File: config.mk
export PLATFORM = sky130hd
export DESIGN_NAME = srm_controller
export DESIGN_NICKNAME = d
export VERILOG_FILES = /design/src/rtl/srm_pkg.sv /design/src/rtl/srm_decoder.sv /design/src/rtl/srm_controller.sv
export SDC_FILE = /design/constraint.sdc
export NUM_CORES = 1
export LEC_CHECK = 0
export BUFFER_PORTS_ARGS = -buffer_cell sky130_fd_sc_hd__buf_2
export CORE_ASPECT_RATIO = 0.7
export CORE_MARGIN = 10
export CORE_UTILIZATION = 47
export CTS_CLUSTER_DIAMETER = 40
export DETAILED_ROUTE_END_ITERATION = 12
export PLACE_DENSITY = 0.8
export SYNTH_ARGS = -nofsm -noshare
export SYNTH_HDL_FRONTEND = slang
export SYNTH_SLANG_ARGS = --single-unit
File: constraint.sdc
create_clock -name clk -period 2 [get_ports clk]
set_input_delay 0.1 -clock clk [delete_from_list [all_inputs] [get_ports clk]]
set_output_delay 0.1 -clock clk [all_outputs]
set_load 0.01 [all_outputs]
File: src/rtl/srm_pkg.sv
// Shared constants, FSM states and datapath control bundle for the SRM controller.
`timescale 1ns/1ps
package srm_pkg;

  localparam int unsigned WORD_W = 16;
  localparam int unsigned ADDR_W = 8;
  localparam int unsigned REG_W  = 3;

  localparam logic [2:0] OPC_LDR  = 3'b011;
  localparam logic [2:0] OPC_STR  = 3'b100;
  localparam logic [2:0] OPC_ALU  = 3'b101;
  localparam logic [2:0] OPC_MOV  = 3'b110;
  localparam logic [2:0] OPC_HALT = 3'b111;

  localparam logic [1:0] OP_MOV_REG = 2'b00;
  localparam logic [1:0] OP_MOV_IMM = 2'b10;
  localparam logic [1:0] OP_ADD     = 2'b00;
  localparam logic [1:0] OP_CMP     = 2'b01;
  localparam logic [1:0] OP_AND     = 2'b10;
  localparam logic [1:0] OP_MVN     = 2'b11;
  localparam logic [1:0] OP_MEM     = 2'b00;

  localparam logic [1:0] MEM_NONE  = 2'b00;
  localparam logic [1:0] MEM_READ  = 2'b01;
  localparam logic [1:0] MEM_WRITE = 2'b10;

  localparam logic [1:0] VSEL_C      = 2'b00;
  localparam logic [1:0] VSEL_PC     = 2'b01;
  localparam logic [1:0] VSEL_SXIMM8 = 2'b10;
  localparam logic [1:0] VSEL_MDATA  = 2'b11;

  typedef enum logic [3:0] {
    S_RST, S_IF1, S_IF2, S_UPD_PC, S_DECODE, S_WR_IMM, S_EXEC, S_WB,
    S_ADDR, S_MEM_RD, S_LD_WB, S_ST_B, S_MEM_WR, S_HALT
  } state_e;

  // Per-cycle datapath/memory control produced by the FSM.
  typedef struct packed {
    logic [1:0]        mem_cmd;
    logic [ADDR_W-1:0] mem_addr;
    logic [REG_W-1:0]  anum;
    logic [REG_W-1:0]  bnum;
    logic [REG_W-1:0]  writenum;
    logic [1:0]        vsel;
    logic [1:0]        shift;
    logic [1:0]        aluop;
    logic              asel;
    logic              bsel;
    logic              loadc;
    logic              loads;
    logic              write;
  } dp_ctrl_t;

endpackage

File: src/rtl/srm_decoder.sv
// Instruction field extraction and immediate sign extension (purely combinational).
`timescale 1ns/1ps
module srm_decoder
  import srm_pkg::*;
(
  input  logic [WORD_W-1:0] ir,
  output logic [2:0]        opcode_c,
  output logic [1:0]        op_c,
  output logic [REG_W-1:0]  rn_c,
  output logic [REG_W-1:0]  rd_c,
  output logic [1:0]        sh_c,
  output logic [REG_W-1:0]  rm_c,
  output logic [WORD_W-1:0] sximm5_c,
  output logic [WORD_W-1:0] sximm8_c
);

  assign opcode_c = ir[15:13];
  assign op_c     = ir[12:11];
  assign rn_c     = ir[10:8];
  assign rd_c     = ir[7:5];
  assign sh_c     = ir[4:3];
  assign rm_c     = ir[2:0];
  assign sximm5_c = {{(WORD_W-5){ir[4]}}, ir[4:0]};
  assign sximm8_c = {{(WORD_W-8){ir[7]}}, ir[7:0]};

endmodule

File: src/rtl/srm_controller.sv
// Multi-cycle SRM CPU controller: fetch/decode FSM, PC, IR and data address registers.
// Optional HALT instruction (opcode 111) enabled by defining SRM_HALT_EN.
`timescale 1ns/1ps
module srm_controller
  import srm_pkg::*;
#(
  parameter logic [7:0] RESET_PC = 8'h00
) (
  input  logic        clk,
  input  logic        rst_n,
  input  logic [15:0] read_data,
  input  logic [15:0] creg,
  output logic [1:0]  mem_cmd,
  output logic [7:0]  mem_addr,
  output logic [2:0]  anum,
  output logic [2:0]  bnum,
  output logic [2:0]  writenum,
  output logic [1:0]  vsel,
  output logic [1:0]  shift,
  output logic [1:0]  ALUop,
  output logic        asel,
  output logic        bsel,
  output logic        loadc,
  output logic        loads,
  output logic        write,
  output logic [15:0] sximm5,
  output logic [15:0] sximm8,
  output logic [7:0]  PC,
  output logic        halted
);

  state_e              state, state_nx;
  logic [ADDR_W-1:0]   pc_q;
  logic [WORD_W-1:0]   ir_q;
  logic [ADDR_W-1:0]   data_addr_q;
  dp_ctrl_t            ctrl;

  logic [2:0]          opcode;
  logic [1:0]          op;
  logic [REG_W-1:0]    rn, rd, rm;
  logic [1:0]          sh;

  // Only the low byte of the ALU result is ever used as an address.
  logic                unused_creg_hi;
  assign unused_creg_hi = ^creg[WORD_W-1:ADDR_W];

  srm_decoder u_dec (
    .ir       (ir_q),
    .opcode_c (opcode),
    .op_c     (op),
    .rn_c     (rn),
    .rd_c     (rd),
    .sh_c     (sh),
    .rm_c     (rm),
    .sximm5_c (sximm5),
    .sximm8_c (sximm8)
  );

  always_ff @(posedge clk or negedge rst_n) begin
    if (!rst_n) state <= S_RST;
    else        state <= state_nx;
  end

  // Architectural registers, each updated in exactly one FSM state.
  always_ff @(posedge clk or negedge rst_n) begin
    if (!rst_n) begin
      pc_q        <= RESET_PC;
      ir_q        <= '0;
      data_addr_q <= '0;
    end else begin
      if (state == S_UPD_PC) pc_q        <= pc_q + ADDR_W'(1);
      if (state == S_IF2)    ir_q        <= read_data;
      if (state == S_ADDR)   data_addr_q <= creg[ADDR_W-1:0];
    end
  end

`ifdef SRM_HALT_EN
  logic halted_q;
  always_ff @(posedge clk or negedge rst_n) begin
    if (!rst_n) halted_q <= 1'b0;
    else        halted_q <= (state_nx == S_HALT);
  end
  assign halted = halted_q;
`else
  assign halted = 1'b0;
`endif

  always_comb begin
    state_nx      = state;
    ctrl          = '0;
    ctrl.mem_cmd  = MEM_NONE;
    ctrl.mem_addr = pc_q;
    ctrl.vsel     = VSEL_C;
    case (state)
      S_RST:    state_nx = S_IF1;
      S_IF1: begin
        ctrl.mem_cmd = MEM_READ;
        state_nx     = S_IF2;
      end
      S_IF2: begin
        ctrl.mem_cmd = MEM_READ;
        state_nx     = S_UPD_PC;
      end
      S_UPD_PC: state_nx = S_DECODE;
      S_DECODE: begin
        // Anything not matched below falls back to fetch as a NOP.
        state_nx = S_IF1;
        if (opcode == OPC_MOV && op == OP_MOV_IMM)      state_nx = S_WR_IMM;
        else if (opcode == OPC_MOV && op == OP_MOV_REG) state_nx = S_EXEC;
        else if (opcode == OPC_ALU)                     state_nx = S_EXEC;
        else if (opcode == OPC_LDR && op == OP_MEM)     state_nx = S_ADDR;
        else if (opcode == OPC_STR && op == OP_MEM)     state_nx = S_ADDR;
`ifdef SRM_HALT_EN
        else if (opcode == OPC_HALT)                    state_nx = S_HALT;
`endif
      end
      S_WR_IMM: begin
        ctrl.writenum = rn;
        ctrl.vsel     = VSEL_SXIMM8;
        ctrl.write    = 1'b1;
        state_nx      = S_IF1;
      end
      S_EXEC: begin
        ctrl.bnum  = rm;
        ctrl.shift = sh;
        state_nx   = S_WB;
        if (opcode == OPC_MOV) begin
          ctrl.asel  = 1'b1;
          ctrl.aluop = OP_ADD;
          ctrl.loadc = 1'b1;
        end else begin
          ctrl.anum  = rn;
          ctrl.aluop = op;
          if (op == OP_CMP) begin
            ctrl.loads = 1'b1;
            state_nx   = S_IF1;
          end else begin
            ctrl.loadc = 1'b1;
          end
        end
      end
      S_WB: begin
        ctrl.writenum = rd;
        ctrl.vsel     = VSEL_C;
        ctrl.write    = 1'b1;
        state_nx      = S_IF1;
      end
      S_ADDR: begin
        ctrl.anum  = rn;
        ctrl.bsel  = 1'b1;
        ctrl.aluop = OP_ADD;
        ctrl.loadc = 1'b1;
        state_nx   = (opcode == OPC_LDR) ? S_MEM_RD : S_ST_B;
      end
      S_MEM_RD: begin
        ctrl.mem_cmd  = MEM_READ;
        ctrl.mem_addr = data_addr_q;
        state_nx      = S_LD_WB;
      end
      S_LD_WB: begin
        ctrl.mem_cmd  = MEM_READ;
        ctrl.mem_addr = data_addr_q;
        ctrl.writenum = rd;
        ctrl.vsel     = VSEL_MDATA;
        ctrl.write    = 1'b1;
        state_nx      = S_IF1;
      end
      S_ST_B: begin
        ctrl.bnum  = rd;
        ctrl.asel  = 1'b1;
        ctrl.loadc = 1'b1;
        state_nx   = S_MEM_WR;
      end
      S_MEM_WR: begin
        ctrl.mem_cmd  = MEM_WRITE;
        ctrl.mem_addr = data_addr_q;
        state_nx      = S_IF1;
      end
      S_HALT:   state_nx = S_HALT;
      default:  state_nx = S_RST;
    endcase
  end

  assign mem_cmd  = ctrl.mem_cmd;
  assign mem_addr = ctrl.mem_addr;
  assign anum     = ctrl.anum;
  assign bnum     = ctrl.bnum;
  assign writenum = ctrl.writenum;
  assign vsel     = ctrl.vsel;
  assign shift    = ctrl.shift;
  assign ALUop    = ctrl.aluop;
  assign asel     = ctrl.asel;
  assign bsel     = ctrl.bsel;
  assign loadc    = ctrl.loadc;
  assign loads    = ctrl.loads;
  assign write    = ctrl.write;
  assign PC       = pc_q;

endmodule

== Word level (Yosys, flattened, before mapping) ==
Index checks and enable logic that the tools add are counted.
Word-level totals
  bits of input ports: 34
  bits in registers: 36
  word-level logic and storage cells: 63
Cells by class
  equal/unequal tests: 19
  add/sub/neg operators: 1
  reductions and logical operators: 11
  multiplexer cells: 28
Operators by type and width (number)
  $pmux 4 s10: 1
  $eq 4x4->1 const B: 6
  $mux 4: 5
  $eq 4x3->1 const B: 4
  $pmux 5 s3: 1
  $pmux 3 s2: 2
  $eq 3x3->1 const B: 3
  $mux 3: 3
  $add 8x1->8 const B: 1
  $eq 4x2->1 const B: 2
  $mux 1: 8
  $mux 2: 4
  $mux 8: 1
  $reduce_or 3->1: 2
  $reduce_or 5->1: 1
  $eq 4x1->1 const B: 1
  $logic_and 1x1->1: 4
  $logic_not 4->1: 1
  $pmux 1 s2: 2
  $pmux 2 s2: 1
  $reduce_or 4->1: 1
  $eq 3x2->1 const B: 1
  $eq 2x1->1 const B: 1
  $eq 2x2->1 const B: 1
  other kinds (2): 2

== Logic depth before layout (Yosys ltp) ==
Gate-level depths: netlist of run 1.
  depth in word-level cells: 8
  depth in mapped cells: 5
  gate-level depth less buffers: 3

== Cells and area by module ==
Synthesis of run 1 repeated with hierarchy kept, for this count alone.
Second synthesis, totals
  cell total of the unflattened synthesis: 220
  area total of the unflattened synthesis: 2353.5 um2
By module, submodules not included
  srm_controller: seq. area each 900.9 um2, instances 1, cells an instance 172, area an instance 1993.2 um2
  srm_decoder: seq. area each 0.0 um2, instances 1, cells an instance 48, area an instance 360.3 um2

== Worst setup path after synthesis of run 1 ==
Ideal clock, no wire load.
  kind: register to register
  start: register state[0]
  end: register ir_q[0]
  arrival: 1.395 ns
  cell stages (with the launch flop): 6
  required time: 1.873 ns
  buffers on the path: 2
  slack: 0.478 ns
  path through: dfrtp_1 > buf_2 > nand2b_4 > nor3_4 > buf_6 > mux2_1
Between the ends
  longest elaborated chain between the ends: 1
Ends and longest elaborated chain
  from (decl): line srm_controller.sv:32  | state_e state, state_nx;
  from (signal assigned): line srm_controller.sv:61  | else state <= state_nx;
  $eq 4x2->1: line srm_controller.sv:72  | if (state == S_IF2) ir_q <= read_data;
  to (signal assigned): line srm_controller.sv:72
  to (decl): line srm_controller.sv:34  | logic [WORD_W-1:0] ir_q;
Every way passes these cells.
A chain may end at the register's enable or synchronous reset.

== Worst setup path after layout of run 1 ==
  start: register state[2]
  end: output port mem_addr[5]
Between the ends
  longest elaborated chain between the ends: 3
Ends and longest elaborated chain
  $eq 4x4->1: line srm_controller.sv:94  | case (state)
  $reduce_or 3->1 (no source line) (*)
  $mux 8 (*): line srm_controller.sv:94
  to (decl): line srm_controller.sv:14  | output logic [7:0] mem_addr,
Every way passes the cells marked *; elsewhere a longest branch is shown, timed or not.

==> results of run 1 <==
[registers in the layout (all words and copies together) (netlist names)]
name / flops
PC: 8
data_addr_q: 8
state: 4
ir_q: 16
[final cells by class]
type                       count  area, um2  share of cell area
clock buffer                   7       96.3              0.0360
timing repair buffer         105        553               0.206
multi-input combinational    124       1050               0.391
inverter                       1       3.75             0.00140
sequential                    36        906               0.338
tap                           57       71.3              0.0266
[logic make-up (layout without fill, tap and decap cells)]
logic type / after synthesis / count (layout)
buf+inv: 45 / 113
other cells: 1 / 1
fa+ha+maj: 1 / 1
compound gates: 24 / 24
mux: 36 / 36
xor+xnor: 9 / 9
flops: 36 / 36
simple gates: 53 / 53
[critical path, cell delays in order (launching register included)]
cell	delay, ns
dfrtp_2	0.46
xor2_1	0.20
o211ai_4	0.32
mux2_2	0.38
buf_2	0.14
[power groups by stage]
stage	sequential [mW]	combinational (mW)	clock, mW
3_3_place_gp	1.43	1.93	0
4_1_cts	1.44	1.99	0.569
5_1_grt	1.50	2.18	0.608
2_1_floorplan	1.32	1.75	0
6_report	1.43	2.01	0.550
3_5_place_dp	1.45	1.96	0
[per-stage QoR]
| stage | setup slack, ns | area (um2) | hold slack (ns) | util | instances |
|---|---|---|---|---|---|
| floorplan | 0.478 | 2260 | -0.196 | - | 205 |
| global placement | 0.244 | 2540 | 0.237 | 0.537 | 320 |
| detailed placement | 0.234 | 2540 | 0.235 | 0.537 | 320 |
| CTS | 0.0518 | 2660 | 0.0201 | 0.561 | 328 |
| global route | 0.0264 | 2680 | 0.0257 | 0.566 | 330 |
| finish | 0.105 | 2680 | 0.0306 | 0.566 | 330 |
[Yosys cell counts (all sizes together) (2+ instances only)]
library cell / n / area (um2)
a21oi: 3 / 15.0
a22oi: 3 / 22.5
and2: 2 / 12.5
and3: 5 / 31.3
and3b: 3 / 26.3
and4bb: 2 / 25.0
buf: 44 / 323
dfrtp: 36 / 901
mux2: 33 / 372
mux2i: 3 / 30.0
nand2: 5 / 18.8
nand2b: 6 / 45.0
nand3b: 3 / 22.5
nand4: 4 / 25.0
nor2: 3 / 11.3
nor2b: 9 / 56.3
nor3: 2 / 21.3
nor3b: 3 / 22.5
nor4b: 3 / 32.5
o211ai: 4 / 35.0
o21ai: 5 / 25.0
o2bb2ai: 3 / 26.3
xnor2: 6 / 52.6
xor2: 3 / 26.3
[layer usage]
metal | share of wire | vias up | global-route usage
met5 | 0 | - | 0
li1 | - | 828 | -
met2 | 0.51 | 45 | 0.212
met4 | 0.0076 | 0 | 0.0416
met1 | 0.44 | 779 | 0.176
met3 | 0.047 | 5 | 0.0359
[final timing paths]
path	startpoint	endpoint	slack, ns
min reg2reg	PC[7]	PC[7]	0.49
min in group asynchronous	rst_n	data_addr_q[0]	0.47
max reg2reg	state[2]	ir_q[9]	0.38
max in group asynchronous	rst_n	state[3]	0.97
max	state[2]	mem_addr[5]	0.10
min	read_data[13]	ir_q[13]	0.03
[what timing repair did]
item	CTS	global route
buffers inserted	0	2
gates resized for setup	2	5
endpoints found under the hold margin	36	0
setup endpoints to repair	9	18
hold buffers	1	0
==> impl_metrics.ini, run 1 <==
[run_status]
status = finished, final reports clean

[yosys]
syn_avg_cell_area_um2 = 11.0
synthFlopType = dfrtp_1
yosys_warnings = 0
synth_nets = 240
syn_area_um2 = 2260
synth_cell_types = 45
synthMuxAreaShare = 0.178
yosys.area_share.simple = 0.164
synthArstFlopShare = 1.00
synth.yosys.seq_area_share = 0.398
synth-edff-count = 0
synthAdderAreaFrac = 0.00553
synth_top_family_by_area = multiplexers
syn_inst = 205
synth-compound-area-share = 0.0741
ys_ff_latch = 36
synthXorXnorAreaFrac = 0.0348

[pwr]
power_frac_seq = 0.359
p_comb_frac = 0.503
ir_drop_uv = 813
switching_power_mw = 1.66
power_leakage_nw = 1.34
clockPowerShare = 0.138
power.density_nw_per_um2 = 1490
p_int_mw = 2.32
finalPower_mw = 3.99
swShare = 0.417

[layout]
most-common-layout-cells = buf_2, dfrtp_1, mux2_2, mux2_1
nNetsFinal = 308
diodes = 0
fill_cells = 404
final_common_cell = buf_2
area_growth_pct = 18.4
drive_gt1_frac = 0.531

[placement]
io_buffers = 95
gp_congestion = 0.807
place_hpwl_mm = 4.25

[timing]
grt_setup_unrepaired = no
layout_worst_path_cycle_share = 0.948
finalMaxSlewViolations = 0
slew_headroom = 0.459
setup_viol = 0
final-hold-violation-count = 0
fin_worst_skew_ns = 0.00953
tns_ns = 0
max_freq_ghz = 0.528
period_needed_ns = 1.90
tightestPinTransition_ns = 0.812

[cts]
cts_tree = built
insertion_delay_ns = 0.29
cts_buffers = 5
clockRootBuffer = clkbuf_8
clk_path_buf_depth = 2
h-tree-depth = 2
cts_sinks = 36
path_clk_slew_ns = 0.07

[die]
die_w_um = 103
initial_core_util = 0.478
die_height_um = 78.0
io_pins = 105
fp-row-count = 21
design.die.area_um2 = 8030
core_um2 = 4730

[routing]
post-route-drc-count = 0
wirelength_mm = 5.43
drtAntennaViolNets = 0
routed_via_density = 5.02
first_pass_iters = 4
via_count = 1657
drtIter0Drc = 133
routedWlPerCell_um = 16.4

[grt]
grt_pass1_vias = 1676
antenna_found_initial = 0
overflow = 0
grt_pass1_wl_mm = 8.77
grt_start_max_net_pins = 37
grtUsageTotal = 0.135

[worst_setup_path]
crit_type = reg -> out
crit_fanout = 8
crit_arrival_ns = 1.80
cp-end-kind = primary output
required_ns = 1.90
worstSetupStartpointType = register
rr_worst_depth = 4

[run]
max-cap-violations = 0

[hold_path]
whs_path_depth = 2
hp-class = in -> reg
(Power assumes the default switching activity.)
==> inputs of run 2 (changes only) <==
Settings changed: CORE_UTILIZATION 47 to 42, PLACE_DENSITY 0.8 to 0.76, REMOVE_ABC_BUFFERS from default to 1, SKIP_LAST_GASP from default to 1.
Clock period 2 ns to 1.7 ns, I/O delays scaled along.
==> impl_metrics.ini, run 2 (synthesis gave the netlist of run 1 again) <==
[run_status]
status = complete, but fails checks
violations = setup timing

[cts]
insertion_delay_ns = 0.28
cts_tree = built
h-tree-depth = 2
clk_path_buf_depth = 2
cts_buffers = 5
cts_sinks = 36
path_clk_slew_ns = 0.07
clockRootBuffer = clkbuf_8

[layout]
diodes = 0
most-common-layout-cells = buf_2, dfrtp_1, mux2_2, buf_4, buf_6
area_growth_pct = 26.8
final_area_um2 = 2870
final_core_util = 0.548
drive_gt1_frac = 0.544
final_common_cell = buf_2
nNetsFinal = 315
regMostFlops = ir_q
largest_register_ffs = 16

[timing]
fin_worst_skew_ns = 0.00379
layout_worst_path_cycle_share = 1.05
max_freq_ghz = 0.560
finalMaxSlewViolations = 0
setup_viol = 8
grt_setup_unrepaired = yes
final-hold-violation-count = 0
setup_slack_ns = -0.0851
period_needed_ns = 1.79

[grt]
grt_pass1_wl_mm = 9.38
overflow = 0
grtUsageTotal = 0.133
grt_pass1_vias = 1796
antenna_found_initial = 0
grt_start_max_net_pins = 37

[die]
fp-row-count = 22
die_w_um = 108
die_height_um = 81.4
initial_core_util = 0.433
io_pins = 105
core_um2 = 5230
design.die.area_um2 = 8770

[run]
max-cap-violations = 0

[routing]
via_count = 1789
wirelength_mm = 5.81
post-route-drc-count = 0
drtAntennaViolNets = 0
first_pass_iters = 4
routed_via_density = 5.07
drtIter0Drc = 129
routedWlPerCell_um = 16.5

[worst_setup_path]
worstSetupStartpointType = register
crit_arrival_ns = 1.70
cp_slowest_cell = dfrtp_2
crit_top_cell = buf_6
crit_type = reg -> out
crit_fanout = 8
r2r_start = state[2]
crit_path_start = state[2]
slowest_delay_ns = 0.46
required_ns = 1.62
crit_chain = xor2_1 > o211ai_2 > buf_6 > mux2_4 > buf_6
cp-end-kind = primary output

[placement]
gp_congestion = 0.817
post_dp_cell_area_um2 = 2600
io_buffers = 95
place_hpwl_mm = 4.31

[pwr]
finalPower_mw = 4.91
ir_drop_uv = 935
power.density_nw_per_um2 = 1710
power_leakage_nw = 1.43

[hold_path]
hp-class = in -> reg
hold_path.startpoint = read_data[9]
==> run 2: cell types whose count changed in the layout (fill, tap and decap cells not counted), sizes merged <==
cell | before | now
buf | 104 | 111
clkbuf | 7 | 8
==> run 2: timing repair <==
action	4_1_cts	5_1_grt
hold buffers	1	0
setup endpoints to repair	17	24
pin swaps	3	2
hold endpoints to repair	36	0
gates resized for setup	23	7
setup buffers	4	1
==> run 2: cell type report <==
type	count	area [um2]
Fill cell	475	2360
Multi-Input combinational cell	124	1100
Sequential cell	36	905
Timing Repair Buffer	112	679
Clock buffer	8	90.1
Tap cell	72	90.1
Inverter	1	3.75
==> run 2: routing by layer <==
metal  up-vias  track usage  wire length [um]
met5         -            0                 0
met3         9       0.0474               455
met1       873        0.165              2360
li1        846            -                 -
met4         0       0.0465                89
met2        61        0.213              2900
==> run 2: power breakdown <==
part           switching, mW  internal [mW]  leakage [nW]
Clock                  0.290          0.330        0.0455
Combinational           1.24           1.36         0.941
Sequential             0.475           1.21         0.446
==> run 2: worst paths after layout <==
path	end	slack, ns	depth (start not counted)
setup / recovery	mem_addr[2]	-0.09	5
hold / removal	ir_q[9]	0.01	2
setup reg to reg	data_addr_q[5]	0.06	5
hold reg to reg	data_addr_q[1]	0.51	1
max in group asynchronous	state[0]	0.97	3
min in group asynchronous	data_addr_q[4]	0.38	3
==> run 2: through the flow <==
step	hold slack [ns]	TNS, ns	worst slack [ns]	instances
2_1_floorplan	-0.211	-4.99	-0.323	161
3_3_place_gp	0.151	0	0.125	339
3_5_place_dp	0.160	0	0.105	339
4_1_cts	0.0106	-0.906	-0.110	352
5_1_grt	0.0107	-1.58	-0.151	353
6_report	0.0142	-0.605	-0.0851	353
==> run 2: critical path, delay by kind of cell, from the launching register on <==
kind | cells | cell delay (ns)
mux | 1 | 0.32
xor+xnor | 1 | 0.16
compound gates | 1 | 0.16
flops | 1 | 0.46
buf+inv | 2 | 0.31
